<file path="src/rtl/i2c_pkg.sv">
// Shared definitions for the I2C slave: state encoding and default geometry.
package i2c_pkg;

   localparam int         ADDR_LEN_DEF   = 7;
   localparam int         DATA_LEN_DEF   = 8;
   localparam logic [6:0] SLAVE_ADDR_DEF = 7'b1011011;

   typedef enum logic [2:0] {
      ST_IDLE      = 3'd0,
      ST_ADDR      = 3'd1,
      ST_ADDR_ACK  = 3'd2,
      ST_WRITE     = 3'd3,
      ST_WRITE_ACK = 3'd4,
      ST_READ      = 3'd5,
      ST_READ_ACK  = 3'd6
   } state_t;

endpackage

</file>
<file path="src/rtl/i2c_line_sync.sv">
// Two-flop synchronizer for one bus line plus edge detect on the synced value.
module i2c_line_sync (
   input  logic clk,
   input  logic rst,
   input  logic line,
   output logic sync,
   output logic rise,
   output logic fall
);

   logic meta;
   logic sync_q;
   logic prev_q;

   // Flops preset to 1 so an idle (pulled-up) bus produces no edges after reset.
   always_ff @(posedge clk or posedge rst) begin
      if (rst) begin
         meta   <= 1'b1;
         sync_q <= 1'b1;
         prev_q <= 1'b1;
      end else begin
         meta   <= line;
         sync_q <= meta;
         prev_q <= sync_q;
      end
   end

   assign sync = sync_q;
   assign rise = sync_q & ~prev_q;
   assign fall = ~sync_q & prev_q;

endmodule

</file>
<file path="src/rtl/i2c_slave_fsm.sv">
// I2C slave: address match, byte write to rx_data, byte read from data_tx.
//
// state        | meaning
// IDLE         | ignore bus until START
// ADDR         | shift in 7-bit address + R/W
// ADDR_ACK     | drive ACK on match (phase 0), then release/drive first read bit (phase 1)
// WRITE        | shift in a data byte from the master
// WRITE_ACK    | drive ACK for the received byte
// READ         | drive data byte MSB-first
// READ_ACK     | sample master ACK/NACK, start next byte on ACK
module i2c_slave_fsm
   import i2c_pkg::*;
#(
   parameter int                  ADDR_LEN   = ADDR_LEN_DEF,
   parameter int                  DATA_LEN   = DATA_LEN_DEF,
   parameter logic [ADDR_LEN-1:0] SLAVE_ADDR = SLAVE_ADDR_DEF
) (
   input  logic                clk,
   input  logic                rst,
   input  logic                scl,
   input  logic                sda_in,
   output logic                sda_oe,
   input  logic [DATA_LEN-1:0] data_tx,
   output logic                tx_req,
   output logic [DATA_LEN-1:0] rx_data,
   output logic                rx_valid,
   output logic                busy,
   output logic [2:0]          state_slave
);

   localparam logic [2:0] LAST_ADDR_BIT = 3'(ADDR_LEN);
   localparam logic [2:0] LAST_DATA_BIT = 3'(DATA_LEN - 1);

   logic scl_s, scl_rise, scl_fall;
   logic sda_s, sda_rise, sda_fall;

   i2c_line_sync u_scl_sync (
      .clk  (clk),
      .rst  (rst),
      .line (scl),
      .sync (scl_s),
      .rise (scl_rise),
      .fall (scl_fall)
   );

   i2c_line_sync u_sda_sync (
      .clk  (clk),
      .rst  (rst),
      .line (sda_in),
      .sync (sda_s),
      .rise (sda_rise),
      .fall (sda_fall)
   );

   logic start_det, stop_det;
   assign start_det = sda_fall & scl_s;
   assign stop_det  = sda_rise & scl_s;

   state_t              state;
   logic [2:0]          bit_cnt;
   logic [ADDR_LEN:0]   addr_sh;
   logic [DATA_LEN-1:0] data_sh;
   logic [DATA_LEN-1:0] tx_sh;
   logic                ack_phase;
   logic                addr_match;
   logic                rw;

   logic [ADDR_LEN:0]   addr_next;
   logic [DATA_LEN-1:0] data_next;
   assign addr_next = {addr_sh[ADDR_LEN-1:0], sda_s};
   assign data_next = {data_sh[DATA_LEN-2:0], sda_s};

   assign state_slave = state;

   always_ff @(posedge clk or posedge rst) begin
      if (rst) begin
         state      <= ST_IDLE;
         bit_cnt    <= '0;
         addr_sh    <= '0;
         data_sh    <= '0;
         tx_sh      <= '0;
         ack_phase  <= 1'b0;
         addr_match <= 1'b0;
         rw         <= 1'b0;
         sda_oe     <= 1'b0;
         rx_data    <= '0;
         rx_valid   <= 1'b0;
         tx_req     <= 1'b0;
         busy       <= 1'b0;
      end else begin
         rx_valid <= 1'b0;
         tx_req   <= 1'b0;
         if (start_det) begin
            state     <= ST_ADDR;
            bit_cnt   <= '0;
            addr_sh   <= '0;
            ack_phase <= 1'b0;
            sda_oe    <= 1'b0;
            busy      <= 1'b0;
         end else if (stop_det) begin
            state     <= ST_IDLE;
            ack_phase <= 1'b0;
            sda_oe    <= 1'b0;
            busy      <= 1'b0;
         end else begin
            case (state)
               ST_ADDR: begin
                  if (scl_rise) begin
                     addr_sh <= addr_next;
                     bit_cnt <= bit_cnt + 3'd1;
                     if (bit_cnt == LAST_ADDR_BIT) begin
                        state      <= ST_ADDR_ACK;
                        ack_phase  <= 1'b0;
                        addr_match <= (addr_next[ADDR_LEN:1] == SLAVE_ADDR);
                        rw         <= addr_next[0];
                     end
                  end
               end
               ST_ADDR_ACK: begin
                  if (scl_fall) begin
                     if (!ack_phase) begin
                        if (addr_match) begin
                           sda_oe    <= 1'b1;
                           busy      <= 1'b1;
                           ack_phase <= 1'b1;
                        end else begin
                           state  <= ST_IDLE;
                           sda_oe <= 1'b0;
                        end
                     end else begin
                        ack_phase <= 1'b0;
                        bit_cnt   <= '0;
                        if (rw) begin
                           state  <= ST_READ;
                           tx_sh  <= data_tx;
                           tx_req <= 1'b1;
                           sda_oe <= ~data_tx[DATA_LEN-1];
                        end else begin
                           state  <= ST_WRITE;
                           sda_oe <= 1'b0;
                        end
                     end
                  end
               end
               ST_WRITE: begin
                  if (scl_rise) begin
                     data_sh <= data_next;
                     bit_cnt <= bit_cnt + 3'd1;
                     if (bit_cnt == LAST_DATA_BIT) begin
                        rx_data   <= data_next;
                        rx_valid  <= 1'b1;
                        state     <= ST_WRITE_ACK;
                        ack_phase <= 1'b0;
                     end
                  end
               end
               ST_WRITE_ACK: begin
                  if (scl_fall) begin
                     if (!ack_phase) begin
                        sda_oe    <= 1'b1;
                        ack_phase <= 1'b1;
                     end else begin
                        sda_oe    <= 1'b0;
                        ack_phase <= 1'b0;
                        state     <= ST_WRITE;
                     end
                  end
               end
               ST_READ: begin
                  // bit_cnt counts rises; back at 0 means all bits have been clocked out
                  if (scl_rise) begin
                     bit_cnt <= bit_cnt + 3'd1;
                  end else if (scl_fall) begin
                     if (bit_cnt == 3'd0) begin
                        sda_oe    <= 1'b0;
                        state     <= ST_READ_ACK;
                        ack_phase <= 1'b0;
                     end else begin
                        sda_oe <= ~tx_sh[DATA_LEN-2];
                        tx_sh  <= tx_sh << 1;
                     end
                  end
               end
               ST_READ_ACK: begin
                  if (scl_rise && !ack_phase) begin
                     if (sda_s) begin
                        state  <= ST_IDLE;
                        busy   <= 1'b0;
                        sda_oe <= 1'b0;
                     end else begin
                        ack_phase <= 1'b1;
                     end
                  end else if (scl_fall && ack_phase) begin
                     ack_phase <= 1'b0;
                     bit_cnt   <= '0;
                     state     <= ST_READ;
                     tx_sh     <= data_tx;
                     tx_req    <= 1'b1;
                     sda_oe    <= ~data_tx[DATA_LEN-1];
                  end
               end
               default: ;
            endcase
         end
      end
   end

endmodule

</file>
<file path="config.mk">
export PLATFORM = sky130hd
export DESIGN_NAME = i2c_slave_fsm
export DESIGN_NICKNAME = d
export VERILOG_FILES = /design/src/rtl/i2c_pkg.sv /design/src/rtl/i2c_line_sync.sv /design/src/rtl/i2c_slave_fsm.sv
export SDC_FILE = /design/constraint.sdc
export NUM_CORES = 1
export LEC_CHECK = 0
export ABC_AREA = 0
export CORE_UTILIZATION = 36
export CTS_CLUSTER_SIZE = 20
export DETAILED_ROUTE_END_ITERATION = 8
export PLACE_DENSITY = 0.61
export SLEW_MARGIN = 20
export SYNTH_ARGS = -nofsm -noshare
export SYNTH_HDL_FRONTEND = slang
export SYNTH_SLANG_ARGS = --single-unit
export TNS_END_PERCENT = 5
</file>
<file path="constraint.sdc">
create_clock -name clk -period 2.26 [get_ports clk]
set_input_delay 0.452 -clock clk [delete_from_list [all_inputs] [get_ports clk]]
set_output_delay 0.452 -clock clk [all_outputs]
set_load 0.1 [all_outputs]
</file>
==> flow_results.xml <==
<?xml version="1.0" encoding="UTF-8"?>
<metrics>
  <group name="yosys">
    <metric name="postSynthCellCount" unit="">215</metric>
    <metric name="synth.yosys.seq_area_share" unit="">0.4756</metric>
    <metric name="combinational_family_with_the_most_area_after_synthesis" unit="">multiplexers</metric>
    <metric name="synthArstFlopShare" unit="">1.000</metric>
    <metric name="post_synth_mux_area_share" unit="">0.1871</metric>
    <metric name="ys_seq_elements" unit="">48</metric>
    <metric name="synthSimpleGateAreaFrac" unit="">0.1546</metric>
    <metric name="yosys_most_used_dff" unit="">sky130_fd_sc_hd__dfrtp_1</metric>
    <metric name="syn_area_per_cell" unit="sq um">11.82</metric>
    <metric name="post_synthesis_instance_area" unit="sq mm">0.002541</metric>
    <metric name="synth.largest_area_cell" unit="">sky130_fd_sc_hd__dfrtp_1</metric>
    <metric name="synth_area_in_compound_gates" unit="">0.1329</metric>
    <metric name="net_count_after_synthesis" unit="">230</metric>
    <metric name="netlist_top_cells_area" unit="">sky130_fd_sc_hd__dfrtp_1 (41%), sky130_fd_sc_hd__mux2_2 (11%), sky130_fd_sc_hd__mux2_4 (6.5%), sky130_fd_sc_hd__dfstp_2 (6.2%), sky130_fd_sc_hd__nor2b_1 (3.0%)</metric>
    <metric name="yosysUniqueCellTypes" unit="">57</metric>
    <metric name="yosys.area_share.xor_xnor" unit="">0.003447</metric>
    <metric name="synth-warning-count" unit="">0</metric>
    <metric name="synth_top_area_frac" unit="">0.4136</metric>
    <metric name="synthAdderAreaFrac" unit="">0.01477</metric>
    <metric name="count_of_flip_flops_with_a_built_in_enable_after_synthesis" unit="">0</metric>
  </group>
  <group name="die">
    <metric name="top_level_ports" unit="">27</metric>
    <metric name="die_area" unit="sq mm">0.007399</metric>
    <metric name="start_util" unit="">0.3740</metric>
    <metric name="rows" unit="">30</metric>
    <metric name="core_area" unit="sq mm">0.006794</metric>
    <metric name="die_width" unit="um">86.02</metric>
    <metric name="die_y" unit="um">86.02</metric>
  </group>
  <group name="timing">
    <metric name="final_max_slew_viol_count" unit="">0</metric>
    <metric name="timing.final.crit_share" unit="">0.8885</metric>
    <metric name="period_minus_ws_final" unit="ns">2.008</metric>
    <metric name="fin_setup_tns" unit="ns">0</metric>
    <metric name="fin_worst_skew" unit="ns">0.01260</metric>
    <metric name="max_slew_margin" unit="">0.5065</metric>
    <metric name="worst_slew_pin_slew" unit="ns">0.7403</metric>
    <metric name="final-hold-violation-count" unit="">0</metric>
    <metric name="final-setup-viol-count" unit="">0</metric>
    <metric name="grt_setup_unrepaired" unit="">false</metric>
    <metric name="fmaxAchievable" unit="MHz">498.0</metric>
  </group>
  <group name="critical_path">
    <metric name="critical_path.cell_chain" unit="">nand2b_1 -&gt; o21ai_0 -&gt; a22oi_1 -&gt; o21ai_2 -&gt; o32a_1</metric>
    <metric name="crit_path_top_delay_cell" unit="">sky130_fd_sc_hd__dfrtp_1</metric>
    <metric name="timing.critical_path.required" unit="ns">2.46</metric>
    <metric name="crit_path_max_fanout" unit="">23</metric>
    <metric name="startpoint_type" unit="">flop</metric>
    <metric name="worst-endpoint-arrival" unit="ns">2.21</metric>
    <metric name="worst-path-buf-inv" unit="">0</metric>
    <metric name="timing.critical_path.to_type" unit="">flop</metric>
    <metric name="cp_class" unit="">flop to flop</metric>
    <metric name="cpPeakStageDelay" unit="ns">0.83</metric>
    <metric name="cpLargestDelayFamily" unit="">compound AO/OA/AOI/OAI gates</metric>
  </group>
  <group name="finish">
    <metric name="total_area_of_multi_input_combinational_cells" unit="sq mm">0.001252</metric>
    <metric name="antennaDiodeCount" unit="">0</metric>
    <metric name="final_cell_mix" unit="">sky130_fd_sc_hd__dfrtp_1 (42), sky130_fd_sc_hd__mux2_2 (24), sky130_fd_sc_hd__nand2_1 (18)</metric>
    <metric name="n_fill_cell" unit="">623</metric>
    <metric name="postLayoutCoreUtil" unit="">0.4411</metric>
    <metric name="num-nets-final" unit="">259</metric>
    <metric name="stdcell_count" unit="">341</metric>
    <metric name="post_route_cells_drive_above_1_share" unit="">0.3469</metric>
    <metric name="synthToLayoutAreaGrowth" unit="%">17.92</metric>
    <metric name="layout_commonest_cell" unit="">sky130_fd_sc_hd__dfrtp_1</metric>
    <metric name="area_taken_by_flip_flops_and_latches" unit="sq mm">0.001209</metric>
  </group>
  <group name="place">
    <metric name="dpl.hpwl" unit="um">3292</metric>
    <metric name="portBuffers" unit="">26</metric>
    <metric name="globalplace.congestion" unit="">0.8275</metric>
    <metric name="dp_cells" unit="">333</metric>
  </group>
  <group name="cts">
    <metric name="cts_post_setup_buffers_inserted" unit="">0</metric>
    <metric name="cts_repair_resize_count" unit="">0</metric>
    <metric name="clk_latency" unit="ns">0.31</metric>
    <metric name="tritoncts" unit="">yes</metric>
    <metric name="clock-sinks" unit="">48</metric>
    <metric name="h_tree_lvl_count" unit="">2</metric>
    <metric name="cts_inserted_buffers" unit="">5</metric>
    <metric name="hold_buffers" unit="">0</metric>
    <metric name="clk_transition_reported_paths" unit="ns">0.10</metric>
    <metric name="cts_root_buf" unit="">sky130_fd_sc_hd__clkbuf_8</metric>
    <metric name="cts_max_path_buffers" unit="">2</metric>
  </group>
  <group name="power">
    <metric name="swShare" unit="">0.3943</metric>
    <metric name="combinationalPowerShare" unit="">0.420</metric>
    <metric name="vdd_drop_max" unit="mV">0.3835</metric>
    <metric name="power.density" unit="mW/mm^2">1057</metric>
    <metric name="cellInternalPower" unit="mW">1.919</metric>
    <metric name="power.share.sequential" unit="">0.407</metric>
    <metric name="power.net_switching" unit="mW">1.250</metric>
    <metric name="power_leakage" unit="nW">1.423</metric>
    <metric name="clkPwrFrac" unit="">0.172</metric>
  </group>
  <group name="drt">
    <metric name="antenna_violating_nets_post_route" unit="">0</metric>
    <metric name="drc_errors" unit="">0</metric>
    <metric name="route.final.wire_length" unit="um">4734</metric>
    <metric name="route.vias.total" unit="">1713</metric>
    <metric name="drt-pass1-iter-count" unit="">4</metric>
    <metric name="route.detailed.wl_per_inst" unit="um">13.88</metric>
    <metric name="detailed_router_s_first_iteration_violation_count" unit="">100</metric>
    <metric name="detail_route.vias_per_cell" unit="">5.023</metric>
  </group>
  <group name="global_route">
    <metric name="grt_start_max_net_pins" unit="">49</metric>
    <metric name="grt_pass1_wl" unit="um">7976</metric>
    <metric name="grt_antenna_before_repair" unit="">0</metric>
    <metric name="global_route.overflow_total" unit="">0</metric>
    <metric name="number_of_global_route_vias_before_repair" unit="">1649</metric>
    <metric name="grt_util_all_layers" unit="">0.1394</metric>
  </group>
  <group name="run">
    <metric name="max_cap_viol_count" unit="">0</metric>
  </group>
  <group name="run_status">
    <metric name="run_status" unit="">finished, final reports clean</metric>
  </group>
  <group name="worst_hold_path">
    <metric name="min_path_type" unit="">flop to flop</metric>
  </group>
</metrics>
worst reg2reg max path: cells and delay by family, from the launching register on:
kind,cells,cell delay [ns]
simple gates,1,0.21
flops,1,0.83
compound gates,4,0.86
cell families after synthesis:
group,after synthesis
mux,39
flops,48
compound gates,41
buf+inv,16
xor+xnor,1
simple gates,67
fa+ha+maj,3
routing by layer:
| layer | wire length [um] | up-vias | track usage |
|---|---|---|---|
| met4 | 70 | 0 | 0.05000 |
| met1 | 2312 | 843 | 0.1914 |
| met3 | 182 | 8 | 0.03176 |
| met5 | 0 | - | 0 |
| met2 | 2169 | 37 | 0.2157 |
| li1 | - | 825 | - |
synthesized netlist by cell type, types with 2 or more instances:
master,instances
sky130_fd_sc_hd__mux2i_1,4
sky130_fd_sc_hd__o21ai_0,7
sky130_fd_sc_hd__dfstp_2,6
sky130_fd_sc_hd__o211a_1,2
sky130_fd_sc_hd__nor3_1,2
sky130_fd_sc_hd__and2_1,2
sky130_fd_sc_hd__nor2b_1,12
sky130_fd_sc_hd__nand4b_1,2
sky130_fd_sc_hd__a21oi_1,4
sky130_fd_sc_hd__a21oi_2,2
sky130_fd_sc_hd__o2bb2ai_1,2
sky130_fd_sc_hd__nand3_1,2
sky130_fd_sc_hd__nand2_1,18
sky130_fd_sc_hd__a22oi_1,2
sky130_fd_sc_hd__a21boi_0,2
sky130_fd_sc_hd__dfrtp_1,42
sky130_fd_sc_hd__buf_2,4
sky130_fd_sc_hd__nor2_1,10
sky130_fd_sc_hd__mux2_2,24
sky130_fd_sc_hd__inv_1,8
sky130_fd_sc_hd__ha_1,3
sky130_fd_sc_hd__mux2_4,11
sky130_fd_sc_hd__o21ai_2,2
sky130_fd_sc_hd__a31oi_1,3
sky130_fd_sc_hd__nand2b_1,5
sky130_fd_sc_hd__and2b_1,2
sky130_fd_sc_hd__buf_4,2
registers in the layout (all words and copies together), names as in the netlist, 3 cells and up:
name,count
rx_data,8
addr_sh,7
data_sh,7
tx_sh,7
bit_cnt,3
state_slave,3
metrics by stage:
stage	setup slack, ns	total power [mW]	hold slack (ns)	cell area (sq um)
2_1_floorplan	0.01421	2.328	0.3452	2541
3_3_place_gp	0.2886	2.630	0.3454	2902
3_5_place_dp	0.2702	2.645	0.3509	2902
4_1_cts	0.2562	3.204	0.3638	2997
5_1_grt	0.1027	3.364	0.3682	2997
6_report	0.2519	3.169	0.3601	2997
cell type report:
| cell class | instances | area share |
|---|---|---|
| Multi-Input combinational cell | 151 | 0.4180 |
| Sequential cell | 48 | 0.4033 |
| Timing Repair Buffer | 30 | 0.09687 |
| Tap cell | 96 | 0.04008 |
| Clock buffer | 7 | 0.02881 |
| Inverter | 8 | 0.01002 |
| Clock inverter | 1 | 0.002923 |
power groups by stage:
stage | registers [mW] | logic (mW) | clock network, mW
2_1_floorplan | 1.42 | 0.906 | 0
3_3_place_gp | 1.30 | 1.33 | 0
3_5_place_dp | 1.31 | 1.33 | 0
4_1_cts | 1.29 | 1.34 | 0.569
5_1_grt | 1.32 | 1.44 | 0.603
6_report | 1.29 | 1.33 | 0.546
final timing paths:
kind / end / slack, ns / depth (start not counted) / from
setup / recovery: state_slave[0]$_DFFE_PP0P_ / 0.25 / 5 / state_slave[1]$_DFFE_PP0P_
hold reg to reg: u_scl_sync.sync$_DFF_PP1_ / 0.36 / 0 / u_scl_sync.meta$_DFF_PP1_
max in group asynchronous: u_scl_sync.sync$_DFF_PP1_ / 1.49 / 3 / rst
hold / removal: u_scl_sync.sync$_DFF_PP1_ / 0.36 / 0 / u_scl_sync.meta$_DFF_PP1_
min in group asynchronous: rx_data[0]$_DFFE_PP0P_ / 0.49 / 3 / rst
setup reg to reg: state_slave[0]$_DFFE_PP0P_ / 0.25 / 5 / state_slave[1]$_DFFE_PP0P_
(Power assumes the default switching activity.)
